$ cat config.mk
export PLATFORM = sky130hd
export DESIGN_NAME = sipo_load_ctrl
export DESIGN_NICKNAME = d
export VERILOG_FILES = /design/src/rtl/sipo_load_ctrl.sv
export SDC_FILE = /design/constraint.sdc
export NUM_CORES = 1
export LEC_CHECK = 0
export CAP_MARGIN = 5
export CORE_ASPECT_RATIO = 0.9
export CORE_MARGIN = 3
export CORE_UTILIZATION = 58
export CTS_BUF_LIST = sky130_fd_sc_hd__clkbuf_4
export CTS_CLUSTER_DIAMETER = 60
export CTS_CLUSTER_SIZE = 40
export DETAILED_ROUTE_END_ITERATION = 12
export PLACE_DENSITY = 0.81
export SETUP_SLACK_MARGIN = 0.1
export SLEW_MARGIN = 0
export SYNTH_ARGS = -nofsm -noshare
export SYNTH_HDL_FRONTEND = slang
export SYNTH_SLANG_ARGS = --single-unit
$ cat constraint.sdc
create_clock -name clk -period 3 [get_ports clk]
set_clock_uncertainty 0.05 [all_clocks]
set_input_delay 0.9 -clock clk [delete_from_list [all_inputs] [get_ports clk]]
set_output_delay 0.9 -clock clk [all_outputs]
set_load 0.05 [all_outputs]
$ cat src/rtl/sipo_load_ctrl.sv
// Round-robin controller sharing one SIPO shift-register chain between two requesters.
// Words are serialized MSB first, one bit per TICK_DIV clk cycles, then latched.
module sipo_load_ctrl #(
    parameter int WIDTH    = 4,
    parameter int TICK_DIV = 33554432
) (
    input  logic             clk,
    input  logic             rst,
    input  logic             req0_valid,
    input  logic [WIDTH-1:0] req0_data,
    output logic             req0_ready,
    input  logic             req1_valid,
    input  logic [WIDTH-1:0] req1_data,
    output logic             req1_ready,
    output logic             sr_data,
    output logic             sr_shift,
    output logic             sr_latch,
    output logic             busy,
    output logic             grant_id
);

    localparam int TW = (TICK_DIV > 2) ? $clog2(TICK_DIV) : 1;
    localparam int BW = $clog2(WIDTH + 1);
    localparam logic [TW-1:0] TICK_LAST = TW'(TICK_DIV - 1);
    localparam logic [BW-1:0] BIT_LAST  = BW'(WIDTH - 1);

    typedef enum logic [1:0] {IDLE, SHIFT, LATCH} state_t;

    state_t           state_reg, state_next;
    logic             rr_reg, rr_next;
    logic             grant_reg, grant_next;
    logic [TW-1:0]    tick_reg, tick_next;
    logic [BW-1:0]    bit_reg, bit_next;
    logic [WIDTH-1:0] buf_reg, buf_next;
    logic             sdata_reg;

    logic [1:0] valid;
    logic [1:0] ready;
    logic       winner;
    logic       accept;
    logic       tick_hit;

    assign valid = {req1_valid, req0_valid};

    // With both requesting the pointer decides; otherwise the lone requester wins.
    assign winner = (&valid) ? rr_reg : req1_valid;

    genvar gi;
    generate
        for (gi = 0; gi < 2; gi++) begin : g_ready
            assign ready[gi] = (state_reg == IDLE) && valid[gi] && (winner == 1'(gi));
        end
    endgenerate

    assign req0_ready = ready[0];
    assign req1_ready = ready[1];
    assign accept     = |ready;

    assign tick_hit = (state_reg == SHIFT) && (tick_reg == TICK_LAST);
    assign sr_shift = tick_hit;
    // Serial line presents the MSB with the enable and otherwise holds its last bit.
    assign sr_data  = tick_hit ? buf_reg[WIDTH-1] : sdata_reg;
    assign sr_latch = (state_reg == LATCH);
    assign busy     = (state_reg != IDLE);
    assign grant_id = grant_reg;

    always_comb begin
        state_next = state_reg;
        rr_next    = rr_reg;
        grant_next = grant_reg;
        tick_next  = tick_reg;
        bit_next   = bit_reg;
        buf_next   = buf_reg;
        case (state_reg)
            IDLE: begin
                if (accept) begin
                    buf_next   = winner ? req1_data : req0_data;
                    grant_next = winner;
                    rr_next    = ~winner;
                    tick_next  = '0;
                    bit_next   = '0;
                    state_next = SHIFT;
                end
            end
            SHIFT: begin
                if (tick_hit) begin
                    tick_next = '0;
                    buf_next  = buf_reg << 1;
                    bit_next  = bit_reg + BW'(1);
                    if (bit_reg == BIT_LAST) begin
                        state_next = LATCH;
                    end
                end else begin
                    tick_next = tick_reg + TW'(1);
                end
            end
            LATCH: begin
                state_next = IDLE;
            end
            default: begin
                state_next = IDLE;
            end
        endcase
    end

    always_ff @(posedge clk) begin
        if (rst) begin
            state_reg <= IDLE;
            rr_reg    <= 1'b0;
            grant_reg <= 1'b0;
            tick_reg  <= '0;
            bit_reg   <= '0;
            buf_reg   <= '0;
            sdata_reg <= 1'b0;
        end else begin
            state_reg <= state_next;
            rr_reg    <= rr_next;
            grant_reg <= grant_next;
            tick_reg  <= tick_next;
            bit_reg   <= bit_next;
            buf_reg   <= buf_next;
            sdata_reg <= sr_data;
        end
    end

endmodule

==> impl_metrics.csv <==
group,metric,value,unit
cts,cts_hold_buffers,0,
layout,number_of_flip_flops_in_the_largest_register,25,
timing,post_layout_worst_setup_margin,105.7,ps
cts,clock_tree.htree_level_count,2,
drt,detailed_route_wire_length_per_cell,15.14,um
timing,setup_violations,0,
worst_setup_path,cp_data_arrival_time,1940,ps
worst_setup_path,critical_path.max_fanout,5,
drt,detailroute.via_count,1715,
synth,synthesis.area_per_instance,8.853,um2
synth,yosysMostFrequentCell,"sky130_fd_sc_hd__dfxtp_1",
timing,timing.final.crit_share,0.9648,
cts,numCtsBuffers,5,
synth,cell_area_after_technology_mapping,1877,um2
synth,yosys-top-cells-area,"sky130_fd_sc_hd__dfxtp_1, sky130_fd_sc_hd__nor2_1, sky130_fd_sc_hd__xor2_1",
hold_path,worst_hold_path_type,"reg -> reg",
die,starting_utilization_of_the_core_area,0.6460,
synth,part_of_the_yosys_area_used_for_sequential_elements,0.3947,
global_route,grt_pass1_vias,1702,
hold_path,min_path_cells,2,
worst_setup_path,worst-endpoint-required,2050,ps
global_route,antenna_found_initial,0,
synth,synth_top_cell_area_share,0.3947,
place,dp_hpwl,3087,um
place,buffer_ports.inserted,18,
synth,net_count_of_the_mapped_netlist,227,
worst_setup_path,worst_stage_delay_on_the_critical_path,410,ps
global_route,globalRouteTotalUtil,0.2559,
cts,tritoncts,"built",
layout,fin_nets,265,
cts,clk_path_buf_depth,2,
worst_setup_path,critical_path_class,"reg -> out",
cts,worst_skew_pair_later_pin_latency,340,ps
synth,post_synth_most_frequent_cells,"sky130_fd_sc_hd__dfxtp_1, sky130_fd_sc_hd__nor2_1, sky130_fd_sc_hd__nand4_1, sky130_fd_sc_hd__xor2_1",
status,run_status,"completed",
layout,sequential_cell_area,750.7,um2
drt,detailedRoute.firstPassIterationCount,5,
drt,routed_wl,4391,um
layout,antenna_cells_inserted,0,
synth,synth-main-ff-cell,"sky130_fd_sc_hd__dfxtp_1",
worst_setup_path,cp_cell_sequence,"nand4_1, nor4_4, nand4_4, mux2_4, buf_8",
layout,syn2layout_area_growth,25.40,%
flow_run,max_cap_violations,0,
timing,finalHoldViolCount,0,
global_route,globalRouteOverflowTotal,0,
timing,maxClockFrequency,0.3455,GHz
synth,synthCells,212,
worst_setup_path,cp_num_buf_inv,1,
worst_setup_path,cpMaxStageDelayCell,"sky130_fd_sc_hd__dfxtp_1",
worst_setup_path,critical_path_depth,5,
cts,clk_pin_slew,110,ps
worst_setup_path,start_kind,"flop",
timing,timing_max_transition_violations_final,0,
timing,timing.max_slew.rel_slack,0.5750,
drt,drt.antenna.violating_nets,0,
layout,post_route_cells_drive_above_1_share,0.2320,
power_and_ir_drop,power-per-cell-area,369.8,nW/um2
cts,clock-root-buffer,"sky130_fd_sc_hd__clkbuf_4",
layout,final.fill_count,184,
die,fp.dieArea,3955,um2
synth,synth.lib_cells_used.distinct,47,
drt,remaining_drc_errors,0,
die,die_width,65.96,um
place,gpl.final_weighted_congestion,0.8482,
drt,drt-initial-drc-count,107,
die,core_area,2905,um2
synth,synth-edff-count,0,
global_route,maximum_number_of_pins_on_one_net_before_global_route_repair,22,
timing,grt_setup_unrepaired,"true",
timing,worst-slew-pin-transition,632.2,ps
worst_setup_path,reg2reg_depth,7,
timing,totalNegativeSetupSlack,0,ps
synth,post-synth-top-area-cell,"sky130_fd_sc_hd__dfxtp_1",
die,floorplan.rows,18,
synth,ys_ff_latch,37,
drt,vias_per_cell,5.914,
die,num_io_pins,19,
die,chipHeight,59.97,um
synth,synth_warnings,0,
synth,ys_async_sr_fraction,0,
global_route,global_route_wire_length_before_repair,7728,um
power_and_ir_drop,worst_vdd_drop,251.8,uV
power_and_ir_drop,total_leakage_power,0.9053,nW
worst_setup_path,cp_top_family,"simple AND/OR/NAND/NOR gates",
layout,multi_input_area,1090,um2
timing,final_period_demand_of_the_worst_path,2894,ps
place,detailedPlace.worstSlack,6.524,ps
cts,clkSinkCount,37,
worst_setup_path,sort_of_element_at_the_end_of_the_critical_path,"output pin",
-- metal layers --
| layer | wire, um | GRT usage | share of wire | vias up |
|---|---|---|---|---|
| met5 | 0 | 0 | 0 | - |
| met3 | 322 | 0.06203 | 0.073 | 17 |
| met2 | 2071 | 0.4043 | 0.47 | 71 |
| met4 | 110 | 0.1188 | 0.025 | 0 |
| li1 | - | - | - | 839 |
| met1 | 1887 | 0.3310 | 0.43 | 788 |
-- cell type report --
class / instances / area share
Multi-Input combinational cell: 157 / 0.4631
Clock inverter: 1 / 0.001595
Inverter: 10 / 0.01595
Clock buffer: 6 / 0.01914
Sequential cell: 37 / 0.3190
Timing Repair Buffer: 39 / 0.1600
Tap cell: 40 / 0.02127
-- per-stage QoR --
step	utilization	instances	power [mW]	instance area (um2)	hold slack [ps]
2_1_floorplan	-	212	0.5775	1879	399.3
3_3_place_gp	0.7463	274	0.6135	2168	406.6
3_5_place_dp	0.7463	274	0.6166	2168	429.7
4_1_cts	0.8071	290	0.8724	2345	449.9
5_1_grt	0.8101	290	0.9080	2354	488.9
6_report	0.8101	290	0.8704	2354	454.4
-- where the power goes --
part,internal (mW),switching (mW)
Clock,0.0941,0.157
Combinational,0.0517,0.0607
Sequential,0.499,0.00713
Total,0.645,0.225
-- tightest hold or removal path, stage by stage, from the launching register on --
cell                      delay [ps]
sky130_fd_sc_hd__dfxtp_1         330
sky130_fd_sc_hd__o21ai_0          70
sky130_fd_sc_hd__a21oi_1          70
-- worst paths after layout --
path | startpoint | endpoint | slack, ps
setup / recovery | tick_reg[13] | sr_data | 110
hold / removal | buf_reg[1] | buf_reg[1] | 450
setup reg to reg | tick_reg[13] | bit_reg[2] | 920
hold reg to reg | buf_reg[1] | buf_reg[1] | 450
-- kinds of logic (layout without fill, tap and decap cells) --
family / count (synthesis) / in the layout / share of synthesized area
buffers and inverters: 18 / 56 / 0.05133
adders and majority gates: 3 / 3 / 0.02000
DFF: 37 / 37 / 0.3947
AOI/OAI and AO/OA: 37 / 37 / 0.1353
xor gates and xnor gates: 19 / 19 / 0.08867
and+or+nand+nor: 95 / 95 / 0.2907
muxes: 3 / 3 / 0.01933
-- layout by cell type, fill, tap and decap left out, types with 8 or more instances in the layout --
cell type,netlist,final
sky130_fd_sc_hd__xor2_1,11,11
sky130_fd_sc_hd__inv_1,10,10
sky130_fd_sc_hd__clkdlybuf4s50_1,0,11
sky130_fd_sc_hd__nand3_1,9,8
sky130_fd_sc_hd__nand4_1,13,13
sky130_fd_sc_hd__dfxtp_2,0,8
sky130_fd_sc_hd__nand2_1,9,9
sky130_fd_sc_hd__xnor2_1,8,8
sky130_fd_sc_hd__nor2_1,33,32
sky130_fd_sc_hd__a21oi_1,10,10
sky130_fd_sc_hd__dfxtp_1,37,29
sky130_fd_sc_hd__buf_4,0,21
sky130_fd_sc_hd__o21ai_0,8,8
-- timing repair --
item                       CTS  global route
pin swaps                    3             3
hold endpoints to repair     0             0
setup endpoints to repair    4             4
gates resized for setup     17             5
setup buffers                9             0
(Power assumes the default switching activity.)
